==> src/rtl/mips8_pkg.sv <==
// Definitions shared between operand fetch and the ALU: function codes and the
// default datapath and register-index widths.
package mips8_pkg;

  localparam int MIPS_DW = 8;
  localparam int MIPS_AW = 3;

  typedef enum logic [2:0] {
    FUNC_NONE = 3'd0,
    FUNC_ADD  = 3'd1,
    FUNC_SUB  = 3'd2,
    FUNC_AND  = 3'd3,
    FUNC_OR   = 3'd4,
    FUNC_XOR  = 3'd5
  } func_e;

endpackage

==> src/rtl/regfile8.sv <==
// Register file with two asynchronous read ports and one synchronous write
// port; register 0 is hard-wired to zero.
module regfile8
  import mips8_pkg::*;
#(
  parameter int DW = MIPS_DW,
  parameter int AW = MIPS_AW
) (
  input  logic          clk,
  input  logic          rst_n,
  input  logic          i_we,
  input  logic [AW-1:0] i_waddr,
  input  logic [DW-1:0] i_wdata,
  input  logic [AW-1:0] i_raddr1,
  input  logic [AW-1:0] i_raddr2,
  output logic [DW-1:0] o_rdata1,
  output logic [DW-1:0] o_rdata2
);

  localparam int NREG = 2 ** AW;

  logic [DW-1:0] r_mem [NREG];

  // Register storage; writes to index 0 are dropped.
  always_ff @(posedge clk or negedge rst_n) begin
    if (!rst_n) begin
      for (int i = 0; i < NREG; i++) begin
        r_mem[i] <= {DW{1'b0}};
      end
    end else if (i_we && (i_waddr != {AW{1'b0}})) begin
      r_mem[i_waddr] <= i_wdata;
    end
  end

  assign o_rdata1 = (i_raddr1 == {AW{1'b0}}) ? {DW{1'b0}} : r_mem[i_raddr1];
  assign o_rdata2 = (i_raddr2 == {AW{1'b0}}) ? {DW{1'b0}} : r_mem[i_raddr2];

endmodule

==> src/rtl/operand_fetch.sv <==
// Operand fetch stage: register read with write-back bypass, a per-register
// pending scoreboard for hazards, the flag register and the output bundle.
module operand_fetch
  import mips8_pkg::*;
#(
  parameter int DW = MIPS_DW,
  parameter int AW = MIPS_AW
) (
  input  logic          clk,
  input  logic          rst_n,
  input  logic          in_valid,
  output logic          in_ready,
  input  logic [AW-1:0] in_rs1,
  input  logic [AW-1:0] in_rs2,
  input  logic [AW-1:0] in_rd,
  input  logic [DW-1:0] in_imm,
  input  logic          in_use_imm,
  input  logic [2:0]    in_func,
  input  logic          in_set_flags,
  output logic          out_valid,
  input  logic          out_ready,
  output logic [DW-1:0] op1,
  output logic [DW-1:0] op2,
  output logic [2:0]    func,
  output logic [AW-1:0] out_rd,
  output logic          out_set_flags,
  input  logic          wb_en,
  input  logic [AW-1:0] wb_rd,
  input  logic [DW-1:0] wb_data,
  input  logic          wb_set_flags,
  input  logic          wb_zero,
  input  logic          wb_sign,
  input  logic          wb_ovf,
  output logic          flag_zero,
  output logic          flag_sign,
  output logic          flag_ovf
);

  localparam int NREG = 2 ** AW;
  localparam logic [NREG-1:0] BIT0 = {{(NREG-1){1'b0}}, 1'b1};

  logic [DW-1:0]   w_rd1, w_rd2, w_src1, w_src2;
  logic            w_byp1, w_byp2, w_hazard, w_accept;
  logic [NREG-1:0] w_clr_mask, w_set_mask, w_pending_nxt;
  logic [NREG-1:0] r_pending;
  logic            r_out_valid, r_set_flags;
  logic [DW-1:0]   r_op1, r_op2;
  logic [2:0]      r_func;
  logic [AW-1:0]   r_rd;
  logic            r_fz, r_fs, r_fo;

  regfile8 #(.DW(DW), .AW(AW)) u_rf (
    .clk      (clk),
    .rst_n    (rst_n),
    .i_we     (wb_en),
    .i_waddr  (wb_rd),
    .i_wdata  (wb_data),
    .i_raddr1 (in_rs1),
    .i_raddr2 (in_rs2),
    .o_rdata1 (w_rd1),
    .o_rdata2 (w_rd2)
  );

  // A write-back landing this cycle both supplies the value and clears the hazard.
  assign w_byp1 = wb_en && (wb_rd == in_rs1) && (in_rs1 != {AW{1'b0}});
  assign w_byp2 = wb_en && (wb_rd == in_rs2) && (in_rs2 != {AW{1'b0}});
  assign w_src1 = w_byp1 ? wb_data : w_rd1;
  assign w_src2 = in_use_imm ? in_imm : (w_byp2 ? wb_data : w_rd2);

  assign w_hazard = (r_pending[in_rs1] && !w_byp1) ||
                    (!in_use_imm && r_pending[in_rs2] && !w_byp2);
  assign in_ready = (!r_out_valid || out_ready) && !w_hazard;
  assign w_accept = in_valid && in_ready;

  // Set is applied after clear so a same-cycle issue to the register wins.
  assign w_clr_mask    = wb_en ? (BIT0 << wb_rd) : {NREG{1'b0}};
  assign w_set_mask    = (w_accept && (in_rd != {AW{1'b0}})) ? (BIT0 << in_rd) : {NREG{1'b0}};
  assign w_pending_nxt = ((r_pending & ~w_clr_mask) | w_set_mask) & ~BIT0;

  // Scoreboard of registers with an outstanding result.
  always_ff @(posedge clk or negedge rst_n) begin
    if (!rst_n) begin
      r_pending <= {NREG{1'b0}};
    end else begin
      r_pending <= w_pending_nxt;
    end
  end

  // Output bundle: load on accept, drain when taken, otherwise hold.
  always_ff @(posedge clk or negedge rst_n) begin
    if (!rst_n) begin
      r_out_valid <= 1'b0;
      r_op1       <= {DW{1'b0}};
      r_op2       <= {DW{1'b0}};
      r_func      <= 3'd0;
      r_rd        <= {AW{1'b0}};
      r_set_flags <= 1'b0;
    end else if (w_accept) begin
      r_out_valid <= 1'b1;
      r_op1       <= w_src1;
      r_op2       <= w_src2;
      r_func      <= in_func;
      r_rd        <= in_rd;
      r_set_flags <= in_set_flags;
    end else if (out_ready) begin
      r_out_valid <= 1'b0;
    end
  end

  // Architectural flags updated by the ALU write-back.
  always_ff @(posedge clk or negedge rst_n) begin
    if (!rst_n) begin
      r_fz <= 1'b0;
      r_fs <= 1'b0;
      r_fo <= 1'b0;
    end else if (wb_en && wb_set_flags) begin
      r_fz <= wb_zero;
      r_fs <= wb_sign;
      r_fo <= wb_ovf;
    end
  end

  assign out_valid     = r_out_valid;
  assign op1           = r_op1;
  assign op2           = r_op2;
  assign func          = r_func;
  assign out_rd        = r_rd;
  assign out_set_flags = r_set_flags;
  assign flag_zero     = r_fz;
  assign flag_sign     = r_fs;
  assign flag_ovf      = r_fo;

endmodule

==> config.mk <==
export PLATFORM = sky130hd
export DESIGN_NAME = operand_fetch
export DESIGN_NICKNAME = d
export VERILOG_FILES = /design/src/rtl/mips8_pkg.sv /design/src/rtl/regfile8.sv /design/src/rtl/operand_fetch.sv
export SDC_FILE = /design/constraint.sdc
export NUM_CORES = 1
export LEC_CHECK = 0
export CAP_MARGIN = 0
export CORE_MARGIN = 2
export CORE_UTILIZATION = 55
export CTS_CLUSTER_SIZE = 25
export DETAILED_ROUTE_END_ITERATION = 7
export PLACE_DENSITY_LB_ADDON = 0.15
export SETUP_SLACK_MARGIN = 0.02
export SYNTH_ARGS = -nofsm -noshare
export SYNTH_HDL_FRONTEND = slang
export SYNTH_HIERARCHICAL = 1
export SYNTH_SLANG_ARGS = --single-unit
==> constraint.sdc <==
create_clock -name clk -period 3 [get_ports clk]
set_input_delay 0.3 -clock clk [delete_from_list [all_inputs] [get_ports clk]]
set_output_delay 0.3 -clock clk [all_outputs]
set_load 0.05 [all_outputs]
======== Yosys cells after proc, flatten, opt, wreduce, memory -nomap -nowiden ========
Cells that the tools add are included.
word-level totals
  register bits ........................... 98
  logic and storage cells ................. 83
cells by class
  $lt $le $gt $ge ......................... 6
  eq/ne operators ......................... 2
  shift-type cells ........................ 2
  muxes and demuxes ....................... 22
  bitwise operators ....................... 6
  reduce and logical (&&, ||, !) cells .... 27
operator list
  kind                   number
  $mux W8                12
  $bwmux W64             1
  $bmux W8 S3            2
  $demux W8 S3           1
  $shl A1 B3 Y8 const A  2
  $logic_and A1 B1 Y1    13
  $ge A4 B4 Y1 const B   3
  $not A3 Y4             3
  $reduce_bool A3 Y1     4
  $and A8 B8 Y8          1
  $lt A3 B4 Y1 const B   2
  $not A8 Y8             1
  $or A8 B8 Y8           1
  $bmux W1 S3            2
  $eq A3 B3 Y1           2
  $logic_not A3 Y1       2
  $logic_not A1 Y1       5
  $lt A4 B1 Y1 const B   1
  $mux W1                4
  $logic_or A1 B1 Y1     2
  $reduce_bool A2 Y1     1

======== Depth between registers and ports, before layout ========
  depth in word-level cells ............... 12
  gate-level depth with buffers ........... 9
  gate-level depth less buffers ........... 6

======== By module ========
Netlist, hierarchy kept.
by module, submodules not included
  module         times used  cells an instance  area each (um^2)
  regfile8       1           238                3190.6
  operand_fetch  1           158                1930.6

======== Worst setup path before layout ========
No wires, ideal clock.
  path kind ............................... input-to-reg
  from .................................... in wb_rd[2]
  to ...................................... reg r_func[0] (netlist: func[0])
  arrival ................................. 2.400 ns
  required time ........................... 2.875 ns
  path slack .............................. 0.475 ns
  cell stages on the path ................. 9
  buffers on the path ..................... 3
  path through ............................ buf_2 > or3b_1 > o21ai_1 > nand3_1 > buf_6 > a211oi_4 > nand2_2 > buf_6 > mux2_4
on the way
  longest elaborated chain between the ends .. 9
ends and longest elaborated chain
  item                                                        RTL line                                  RTL
  start: declaration                                          operand_fetch.sv:28                       input logic [AW-1:0] wb_rd,
  $eq A3 B3 Y1, on equally long branches                      operand_fetch.sv:65, operand_fetch.sv:66
  $logic_and A1 B1 Y1, on equally long branches (2 in a row)  operand_fetch.sv:65, operand_fetch.sv:66
  $logic_not A1 Y1, on equally long branches                  operand_fetch.sv:70, operand_fetch.sv:71
  $logic_and A1 B1 Y1, on equally long branches               operand_fetch.sv:70, operand_fetch.sv:71
  $logic_or A1 B1 Y1 (*)                                      operand_fetch.sv:70                       assign w_hazard = (r_pending[in_rs1] && !w_byp1) ||
  $logic_not A1 Y1 (*)                                        operand_fetch.sv:72                       assign in_ready = (!r_out_valid || out_ready) && !w_hazard;
  $logic_and A1 B1 Y1 (*)                                     operand_fetch.sv:72
  net in_ready                                                operand_fetch.sv:12                       output logic in_ready,
  $logic_and A1 B1 Y1 (*)                                     operand_fetch.sv:73                       assign w_accept = in_valid && in_ready;
  end signal: assignment                                      operand_fetch.sv:102                      r_func <= in_func;
  end: declaration                                            operand_fetch.sv:48                       logic [2:0] r_func;
The timed path passes the listed nets; every way through them passes the cells marked *.
A chain may end at the register's enable or synchronous reset.

======== Final worst setup path ========
  from .................................... in in_rs1[0]
  to ...................................... out in_ready
on the way
  longest elaborated chain between the ends .. 8
ends and longest elaborated chain
  item                                                                 RTL line             RTL
  start: declaration                                                   operand_fetch.sv:13  input logic [AW-1:0] in_rs1,
  parallel branches: the longest is 4 deep, another holds $bmux W1 S3  --
  $logic_and A1 B1 Y1 (*)                                              operand_fetch.sv:70
  $logic_or A1 B1 Y1 (*)                                               operand_fetch.sv:70
  $logic_not A1 Y1 (*)                                                 operand_fetch.sv:72
  $logic_and A1 B1 Y1 (*)                                              operand_fetch.sv:72
  end: declaration                                                     operand_fetch.sv:12
Every way passes the cells marked *. The select of a mux whose other input is x is not followed.

==> metrics.yaml <==
grt.busiest_layer: "met1"
netlist_area_sq_um: 5120
max-slew-margin-rel_pct: 51.1
drv_slew: 0
clock_path_buffers: 2
hold_buffers: 0
insertion_delay_ps: 370
grt_first_pass_wirelength_microns: 19900
gp_congestion: 0.892
antenna_found_initial: 0
synth_top_family_by_area: "multiplexers"
ys_seq_area_share_pct: 44.0
synth_compound_area_share_pct: 9.26
worstSetupStartpoint: "in_rs1[0]"
core_sq_um: 9150
setup_viol: 0
ys.warnings.count: 6
end_kind: "output port"
hpwl_microns: 8420
drive_above_1_share_pct: 35.9
die_area_sq_um: 10100
reg2reg_from: "r_pending[4]"
synth_edf_count: 0
synthMuxAreaShare_pct: 34.4
rsz0062_at_grt: "no"
critPathKind: "primary input to output port"
antenna_cells: 0
die_y_microns: 100
dr.pass1.iters: 4
crit_chain: "clkdlybuf4s50_1, a211oi_1, nor3_1, a311oi_1, a211oi_4, buf_4, buf_12"
crit_slowest_cell: "clkdlybuf4s50_1"
async_flop_share_pct: 100
use_met1_pct: 39.7
drtAntennaViolNets: 0
status: "complete, but fails checks"
cts_num_sinks: 90
fp-row-count: 35
worst_ep_required_time_ps: 2700
hold_path_class: "primary input to asynchronous set/reset pin"
die-width_microns: 100
area_growth_pct: 19.3
slowest_delay_ps: 570
power_density_nw_per_um2: 780
max_clock_freq_mhz: 390
cts_made_buffers: 9
synth_simple_gate_area_share_pct: 6.60
first_iter_violations: 255
ys_seq_elements: 90
cp_max_fo: 5
fin_crit_sh_pct: 85.5
period_minus_slack_ps: 2570
boundaryPins: 70
synth_xor_area_share_pct: 0.855
io_buffers: 69
skew_ps: 15.3
start_util_pct: 56.0
worstMarginPinSlew_ps: 733
cts_tree: "built"
clk_pin_slew_ps: 90
grt_max_degree: 59
peakVddDrop_v: 0.000357
fin_nets: 508
route.vias.total: 3599
htree_num_levels: 3
violations: "hold timing"
setup_tns_ps: 0
grt_util_met3_pct: 5.69
syn_nets: 438
avgSynthCellArea_sq_um: 12.9
drv_cap: 0
grt_pass1_vias: 3527
cts_setup_buffers: 0
cts_root_buffer: "clkbuf_8"
post_drt_via_cell_ratio: 6.18
startpoint_type: "primary input"
fin_hold_ws_ps: -13.4
grt_overflow: 0
grt.met2_usage_pct: 37.9
hold_viol_final: 16
netlist_instances: 396
routedWlPerCell_microns: 21.9
grt_usage_pct: 26.3
place_inst: 566
synthFlopType: "dfrtp_1"
instances_no_fill: 582
synth_fa_ha_area_share_pct: 0
drc: 0
p_leak_uw: 0.00267
cts_resized: 0
arrival_ps: 2270
wirelength_microns: 12800
synthDistinctLibCells: 45
==> final timing paths <==
check                           slack [ps]  depth (start not counted)        endpoint
worst min register to register         510                          1       flag_zero
worst max-delay path                   430                          7        in_ready
worst max register to register         890                          7    r_pending[7]
min in group clk                       510                          1       flag_zero
worst min-delay path                   -10                          1         func[1]
max in group asynchronous             2260                          2  u_rf/r_mem[45]
==> cell usage in the layout (no fill, tap or decap), drive strengths merged, types with 4 or more instances in the layout <==
| master | synthesis | final |
|---|---|---|
| nor2 | 8 | 8 |
| clkdlybuf4s50 | 0 | 67 |
| clkbuf | 3 | 13 |
| dfrtp | 90 | 90 |
| a221oi | 22 | 22 |
| buf | 24 | 19 |
| o22ai | 8 | 8 |
| inv | 6 | 6 |
| mux2 | 122 | 122 |
| mux2i | 26 | 26 |
| nand2 | 22 | 22 |
| nand2b | 4 | 4 |
| o21ai | 16 | 16 |
| o41ai | 5 | 5 |
==> power breakdown <==
part           switching, uW  total (uW)  internal [uW]
registers                266        1840           1570
logic                   1090        2030            946
clock network            439         895            456
==> logic make-up (layout without fill, tap and decap cells) <==
kind of cell / Yosys count / after routing
AOI/OAI and AO/OA: 64 / 64
xor gates and xnor gates: 5 / 5
buffers and inverters: 33 / 108
DFF: 90 / 90
muxes: 150 / 150
and+or+nand+nor: 54 / 54
==> layout make-up <==
| type | instances | area [sq um] |
|---|---|---|
| inverter | 6 | 22.5 |
| clock buffer | 13 | 169 |
| tap | 111 | 139 |
| multi-input combinational | 273 | 2620 |
| timing repair buffer | 86 | 863 |
| clock inverter | 3 | 46.3 |
| sequential | 90 | 2250 |
| fill | 706 | 3040 |
==> critical path, delay by kind of cell <==
kind | cells | cell delay (ps)
buffers and inverters | 3 | 890
AND/OR/NAND/NOR | 1 | 110
AO/OA/AOI/OAI | 3 | 980
==> stage by stage <==
stage / util (%) / setup slack (ps) / total power [uW] / cell area [sq um]
2_1_floorplan: - / 475 / 3200 / 5120
3_3_place_gp: 64.4 / 321 / 3830 / 5890
3_5_place_dp: 64.4 / 262 / 3880 / 5890
4_1_cts: 66.8 / 427 / 4780 / 6110
5_1_grt: 66.8 / 299 / 4970 / 6110
6_report: 66.8 / 435 / 4770 / 6110
==> synth_stat cells, drive strengths merged, types with 4 or more instances <==
master  instances  area [sq um]
buf            24           218
o22ai           8          50.1
o41ai           5          43.8
o21ai          16          80.1
inv             6          22.5
mux2          122          1460
nand2          22          87.6
nand2b          4          25.0
a221oi         22           199
nor2            8          30.0
mux2i          26           260
dfrtp          90          2250
==> sequential cells by signal, indices dropped and copies added (netlist names) <==
| name | count |
|---|---|
| out_valid | 1 |
| out_rd | 3 |
| r_pending | 7 |
| op1 | 8 |
| out_set_flags | 1 |
| flag_ovf | 1 |
| flag_zero | 1 |
| flag_sign | 1 |
| func | 3 |
| u_rf/r_mem | 56 |
| op2 | 8 |
==> metal layers <==
| layer | up-vias | wire, microns |
|---|---|---|
| met5 | - | 0 |
| li1 | 1629 | - |
| met3 | 18 | 811 |
| met1 | 1822 | 5950 |
| met2 | 130 | 5750 |
| met4 | 0 | 233 |
(Power assumes the default switching activity.)
